**src/rtl/i2s_sync.sv**
```systemverilog
// i2s_sync: two-flop synchronizer plus one delay stage for a single
// asynchronous I2S input, with a rising-edge strobe derived from the pair.
module i2s_sync (
    input  logic clk,
    input  logic rst_n,
    input  logic i_async,
    output logic o_sync,
    output logic o_rise_c
);

    logic r_meta;
    logic r_sync;
    logic r_dly;

    // Synchronizer chain followed by the edge-detect delay stage
    always_ff @(posedge clk or negedge rst_n) begin
        if (!rst_n) begin
            r_meta <= 1'b0;
            r_sync <= 1'b0;
            r_dly  <= 1'b0;
        end else begin
            r_meta <= i_async;
            r_sync <= r_meta;
            r_dly  <= r_sync;
        end
    end

    assign o_sync   = r_sync;
    assign o_rise_c = r_sync & ~r_dly;

endmodule

```
**src/rtl/i2s_rx.sv**
```systemverilog
// i2s_rx: I2S receiver. Recovers SCK edges in the clk domain, frames words on
// word-select transitions, assembles left/right pairs and presents them
// through a valid/ready holding register with sticky overrun/sync flags.
module i2s_rx #(
    parameter int unsigned BITS_PER_CHANNEL = 32,
    parameter int unsigned SAMPLE_WIDTH     = 24
) (
    input  logic                    clk,
    input  logic                    rst_n,
    input  logic                    sck,
    input  logic                    lrclk,
    input  logic                    dat,
    input  logic                    frame_ready,
    input  logic                    err_clr,
    output logic [SAMPLE_WIDTH-1:0] left_data,
    output logic [SAMPLE_WIDTH-1:0] right_data,
    output logic                    frame_valid,
    output logic                    overrun,
    output logic                    sync_err
);

    localparam int unsigned CNT_W = $clog2(BITS_PER_CHANNEL + 2);
    localparam logic [CNT_W-1:0] CNT_SAT  = CNT_W'(BITS_PER_CHANNEL + 1);
    localparam logic [CNT_W-1:0] CNT_FULL = CNT_W'(BITS_PER_CHANNEL);
    localparam logic [CNT_W-1:0] CNT_SAMP = CNT_W'(SAMPLE_WIDTH);

    typedef enum logic [1:0] {
        ST_ACQUIRE = 2'd0,
        ST_LEFT    = 2'd1,
        ST_RIGHT   = 2'd2
    } state_t;

    state_t r_state;
    state_t w_state_nxt;

    logic w_sck_sync;
    logic w_sck_rise;
    logic w_lr;
    logic w_lr_rise;
    logic w_dat;
    logic w_dat_rise;
    logic w_unused_sync;

    logic                    r_lr_prev;
    logic [CNT_W-1:0]        r_cnt;
    logic [SAMPLE_WIDTH-1:0] r_shift;
    logic [SAMPLE_WIDTH-1:0] r_pend_left;

    logic                    w_strobe;
    logic                    w_word_end;
    logic [CNT_W-1:0]        w_cnt_inc;
    logic                    w_len_ok;
    logic [SAMPLE_WIDTH-1:0] w_shift_nxt;
    logic                    w_latch_left;
    logic                    w_frame_done;
    logic                    w_sync_evt;
    logic                    w_hs;
    logic                    w_load;
    logic                    w_drop;

    i2s_sync u_sync_sck (
        .clk      (clk),
        .rst_n    (rst_n),
        .i_async  (sck),
        .o_sync   (w_sck_sync),
        .o_rise_c (w_sck_rise)
    );

    i2s_sync u_sync_lr (
        .clk      (clk),
        .rst_n    (rst_n),
        .i_async  (lrclk),
        .o_sync   (w_lr),
        .o_rise_c (w_lr_rise)
    );

    i2s_sync u_sync_dat (
        .clk      (clk),
        .rst_n    (rst_n),
        .i_async  (dat),
        .o_sync   (w_dat),
        .o_rise_c (w_dat_rise)
    );

    // Only the SCK edge and the level of word-select/data are consumed
    assign w_unused_sync = w_sck_sync ^ w_lr_rise ^ w_dat_rise;

    assign w_strobe    = w_sck_rise;
    assign w_word_end  = w_strobe & (w_lr != r_lr_prev);
    assign w_cnt_inc   = (r_cnt == CNT_SAT) ? r_cnt : r_cnt + CNT_W'(1);
    assign w_len_ok    = (w_cnt_inc == CNT_FULL);
    assign w_shift_nxt = (r_cnt < CNT_SAMP) ? {r_shift[SAMPLE_WIDTH-2:0], w_dat} : r_shift;

    // Bit sampling, word-length counting and sample shifting per SCK strobe
    always_ff @(posedge clk or negedge rst_n) begin
        if (!rst_n) begin
            r_lr_prev   <= 1'b0;
            r_cnt       <= '0;
            r_shift     <= '0;
            r_pend_left <= '0;
        end else if (w_strobe) begin
            r_lr_prev <= w_lr;
            r_shift   <= w_shift_nxt;
            r_cnt     <= w_word_end ? '0 : w_cnt_inc;
            if (w_latch_left) begin
                r_pend_left <= w_shift_nxt;
            end
        end
    end

    // Framing state register
    always_ff @(posedge clk or negedge rst_n) begin
        if (!rst_n) begin
            r_state <= ST_ACQUIRE;
        end else begin
            r_state <= w_state_nxt;
        end
    end

    // Framing next-state and word-end decisions
    always_comb begin
        w_state_nxt  = r_state;
        w_latch_left = 1'b0;
        w_frame_done = 1'b0;
        w_sync_evt   = 1'b0;
        if (w_word_end) begin
            case (r_state)
                ST_ACQUIRE: begin
                    // Right-to-left transition: next bit is a left MSB
                    if (r_lr_prev && !w_lr) begin
                        w_state_nxt = ST_LEFT;
                    end
                end
                ST_LEFT: begin
                    if (!w_len_ok) begin
                        w_sync_evt  = 1'b1;
                        w_state_nxt = ST_ACQUIRE;
                    end else begin
                        w_latch_left = 1'b1;
                        w_state_nxt  = ST_RIGHT;
                    end
                end
                ST_RIGHT: begin
                    if (!w_len_ok) begin
                        w_sync_evt  = 1'b1;
                        w_state_nxt = ST_ACQUIRE;
                    end else begin
                        w_frame_done = 1'b1;
                        w_state_nxt  = ST_LEFT;
                    end
                end
                default: begin
                    w_state_nxt = ST_ACQUIRE;
                end
            endcase
        end
    end

    assign w_hs   = frame_valid & frame_ready;
    assign w_load = w_frame_done & (~frame_valid | frame_ready);
    assign w_drop = w_frame_done & frame_valid & ~frame_ready;

    // Output holding register with valid/ready handshake
    always_ff @(posedge clk or negedge rst_n) begin
        if (!rst_n) begin
            left_data   <= '0;
            right_data  <= '0;
            frame_valid <= 1'b0;
        end else if (w_load) begin
            left_data   <= r_pend_left;
            right_data  <= w_shift_nxt;
            frame_valid <= 1'b1;
        end else if (w_hs) begin
            frame_valid <= 1'b0;
        end
    end

    // Sticky error flags; a new event outranks a simultaneous clear
    always_ff @(posedge clk or negedge rst_n) begin
        if (!rst_n) begin
            overrun  <= 1'b0;
            sync_err <= 1'b0;
        end else begin
            if (w_drop) begin
                overrun <= 1'b1;
            end else if (err_clr) begin
                overrun <= 1'b0;
            end
            if (w_sync_evt) begin
                sync_err <= 1'b1;
            end else if (err_clr) begin
                sync_err <= 1'b0;
            end
        end
    end

endmodule

```
**config.mk**
```make
export PLATFORM = sky130hd
export DESIGN_NAME = i2s_rx
export DESIGN_NICKNAME = d
export VERILOG_FILES = /design/src/rtl/i2s_sync.sv /design/src/rtl/i2s_rx.sv
export SDC_FILE = /design/constraint.sdc
export NUM_CORES = 1
export LEC_CHECK = 0
export CAP_MARGIN = 10
export CORE_MARGIN = 2
export CORE_UTILIZATION = 50
export CTS_BUF_LIST = sky130_fd_sc_hd__clkbuf_8 sky130_fd_sc_hd__clkbuf_16
export CTS_CLUSTER_DIAMETER = 40
export DETAILED_ROUTE_END_ITERATION = 12
export PLACE_DENSITY = 0.76
export SLEW_MARGIN = 20
export SYNTH_ARGS = -nofsm -noshare
export SYNTH_HDL_FRONTEND = slang
export SYNTH_SLANG_ARGS = --single-unit
```
**constraint.sdc**
```tcl
create_clock -name clk -period 2.17 [get_ports clk]
set_input_delay 0.434 -clock clk [delete_from_list [all_inputs] [get_ports clk]]
set_output_delay 0.434 -clock clk [all_outputs]
set_load 0.01 [all_outputs]
```
==> run_results.csv <==
group,metric,value,unit
status,outcome,"complete, no violations",
floorplan,die-height,102.8,um
synth,ys_seq_elements,115,
grt,grt_pass1_wl,14720,um
clock_tree,cts_tree,"yes",
synth,synthFlopType,"dfrtp_1",
clock_tree,clk_latency,510,ps
floorplan,ioPinCount,58,
timing,setup_violations,0,
clock_tree,cts_root_buffer,"clkbuf_8",
drt,vias_per_cell,5.291,
timing,rsz0062_at_grt,"yes",
layout,nNetsFinal,428,
synth,synth_area,4882,um2
drt,vias,2963,
clock_tree,clock_sinks,115,
floorplan,core-area,9639,um2
synth,syn_avg_cell_area,14.88,um2
grt,grt_max_degree,63,
timing,maxSlewHeadroom,0.6739,
worst_setup_path,worstPathMaxFanout,7,
grt,grt_pass1_vias,2943,
placement,dpl_cell_area,5648,um2
placement,port_buffers,57,
worst_setup_path,critPathRequiredTime,2560,ps
timing,tightest_slew,489.2,ps
job,maxCapViolCount,0,
grt,grt_overflow,0,
timing,worst_clock_skew,8.797,ps
timing,hold_slack,334.3,ps
floorplan,initial_core_util,0.5065,
layout,drive_gt1_frac,0.4403,
power,powerDensity,984.3,nW/um2
clock_tree,clockBufferDepth,2,
floorplan,num_rows,36,
power,vdd_drop_max,0.0005329,V
worst_setup_path,worstSetupPathType,"reg2reg",
synth,syn_inst,328,
timing,fmax,466.8,MHz
clock_tree,cts_max_level,4,
drt,first_pass_iters,4,
timing,finalHoldViolCount,0,
timing,finalCritPeriodShare,0.9873,
layout,diodes,0,
placement,dp_hpwl,5343,um
power,power_leakage,0.003203,uW
layout,area_delta_synth_final,33.39,%
timing,drv_slew,0,
drt,drc,0,
power,power.total,6410,uW
synth,ys_types,33,
drt,drt_wl_total,10030,um
timing,period_needed,2142,ps
drt,drtIter0Drc,100,
grt,grt_usage,0.1841,
drt,drtAntennaViolNets,0,
floorplan,die_w,102.8,um
synth,synth.net_count,342,
grt,antenna_found_initial,0,
worst_setup_path,cp-start-kind,"flop",
synth,yosys_warnings,0,
worst_setup_path,endpoint_kind,"flop",
layout,final_cell_mix,"dfrtp_1, mux2_2, clkdlybuf4s50_1, mux2_4, clkbuf_16",
placement,gp_routability_congestion,0.8445,
synth,synthArstFlopShare,1.000,
min_path,min_path_type,"in2async",
clock_tree,cts_made_buffers,17,
worst_setup_path,cp.arrival,2530,ps
clock_tree,clk_pin_slew_worst_paths,60,ps
synth,synth_edf_count,0,
synth,seq_area_frac_synth,0.5894,
layout,stdcell_area,6513,um2
layout,final_common_cell,"dfrtp_1",
floorplan,dieArea,10570,um2
drt,wl_per_cell,17.90,um
## cells in the mapped netlist, types with 2 or more instances
cell type,n,area share
o22ai_1,2,0.0026
nor2_1,2,0.0015
mux2_2,92,0.21
mux2_4,19,0.058
clkbuf_1,4,0.0031
o21ai_0,11,0.011
inv_1,11,0.0085
nand3_1,3,0.0031
ha_1,7,0.018
mux2_1,6,0.014
nor3_1,5,0.0051
dfrtp_1,115,0.59
buf_2,9,0.0092
mux2i_1,2,0.0041
nand2b_1,3,0.0038
buf_6,3,0.0069
nand2_1,13,0.010
a21oi_1,6,0.0062
## area by class of cell
type                    count  area (um2)
flip-flops and latches    115        2882
fillers                   700        3127
multi-input cells         186        1952
repair buffers             83       879.6
inverters                  11       41.29
clock inverters            14       163.9
clock buffers              18       427.9
well taps                 133       166.4
## sequential cells by signal, indices dropped and copies added, names as in the netlist, 2 cells and up
name,count
right_data,24
r_cnt,6
r_pend_left,24
r_shift,24
r_state,2
left_data,24
## what timing repair did
item / 4_1_cts / 5_1_grt
cloned: 0 / 6
hold buffers: 1 / 0
hold endpoints to repair: 15 / 0
setup buffers: 0 / 9
endpoints found under the setup margin: 23 / 47
pin swaps: 0 / 7
resized for setup: 3 / 18
## worst max-delay path, stage by stage, from the launching register on
cell and delay (ps):
dfrtp_2 440, inv_2 90, ha_4 140, nand4bb_4 130, a21oi_4 200, o211a_4 210
nand4_4 240, clkbuf_16 270, mux2_4 300
## where the power goes
group	internal (uW)	switching, uW	total (uW)
registers	2360	233	2590
logic	573	503	1080
clock network	1770	974	2740
## per-layer routing
layer | part of all wire | vias to the layer above | track usage
li1 | - | 1345 | -
met1 | 0.46 | 1541 | 0.2502
met2 | 0.49 | 65 | 0.2856
met3 | 0.034 | 12 | 0.05220
met4 | 0.012 | 0 | 0.06680
met5 | 0 | - | 0
## logic make-up after synthesis
group | count (synthesis) | share of synthesized area
buf+inv | 27 | 0.02768
xor+xnor | 1 | 0.001794
simple gates | 33 | 0.03947
fa+ha+maj | 7 | 0.01794
mux | 119 | 0.2886
flops | 115 | 0.5894
compound gates | 26 | 0.03511
## through the flow
step | setup WS [ps] | TNS (ps) | cells | utilization
floorplan | 51.23 | 0 | 328 | -
global placement | 58.66 | 0 | 512 | 0.5859
detailed placement | -31.02 | -196.2 | 512 | 0.5859
CTS | 11.23 | 0 | 545 | 0.6499
global route | -35.28 | -647.1 | 560 | 0.6756
finish | 27.64 | 0 | 560 | 0.6756
## final timing paths
kind / startpoint / to / slack (ps) / depth (start not counted)
max in group asynchronous: rst_n / right_data[16] / 1080 / 3
min in group clk: u_sync_sck.r_meta / u_sync_sck.o_sync / 360 / 0
worst min-delay path: rst_n / overrun / 330 / 2
worst min register to register: u_sync_sck.r_meta / u_sync_sck.o_sync / 360 / 0
worst max register to register: r_cnt[1] / left_data[6] / 30 / 8
worst max-delay path: r_cnt[1] / left_data[6] / 30 / 8
Note: power is estimated with default switching activity, not from simulation.
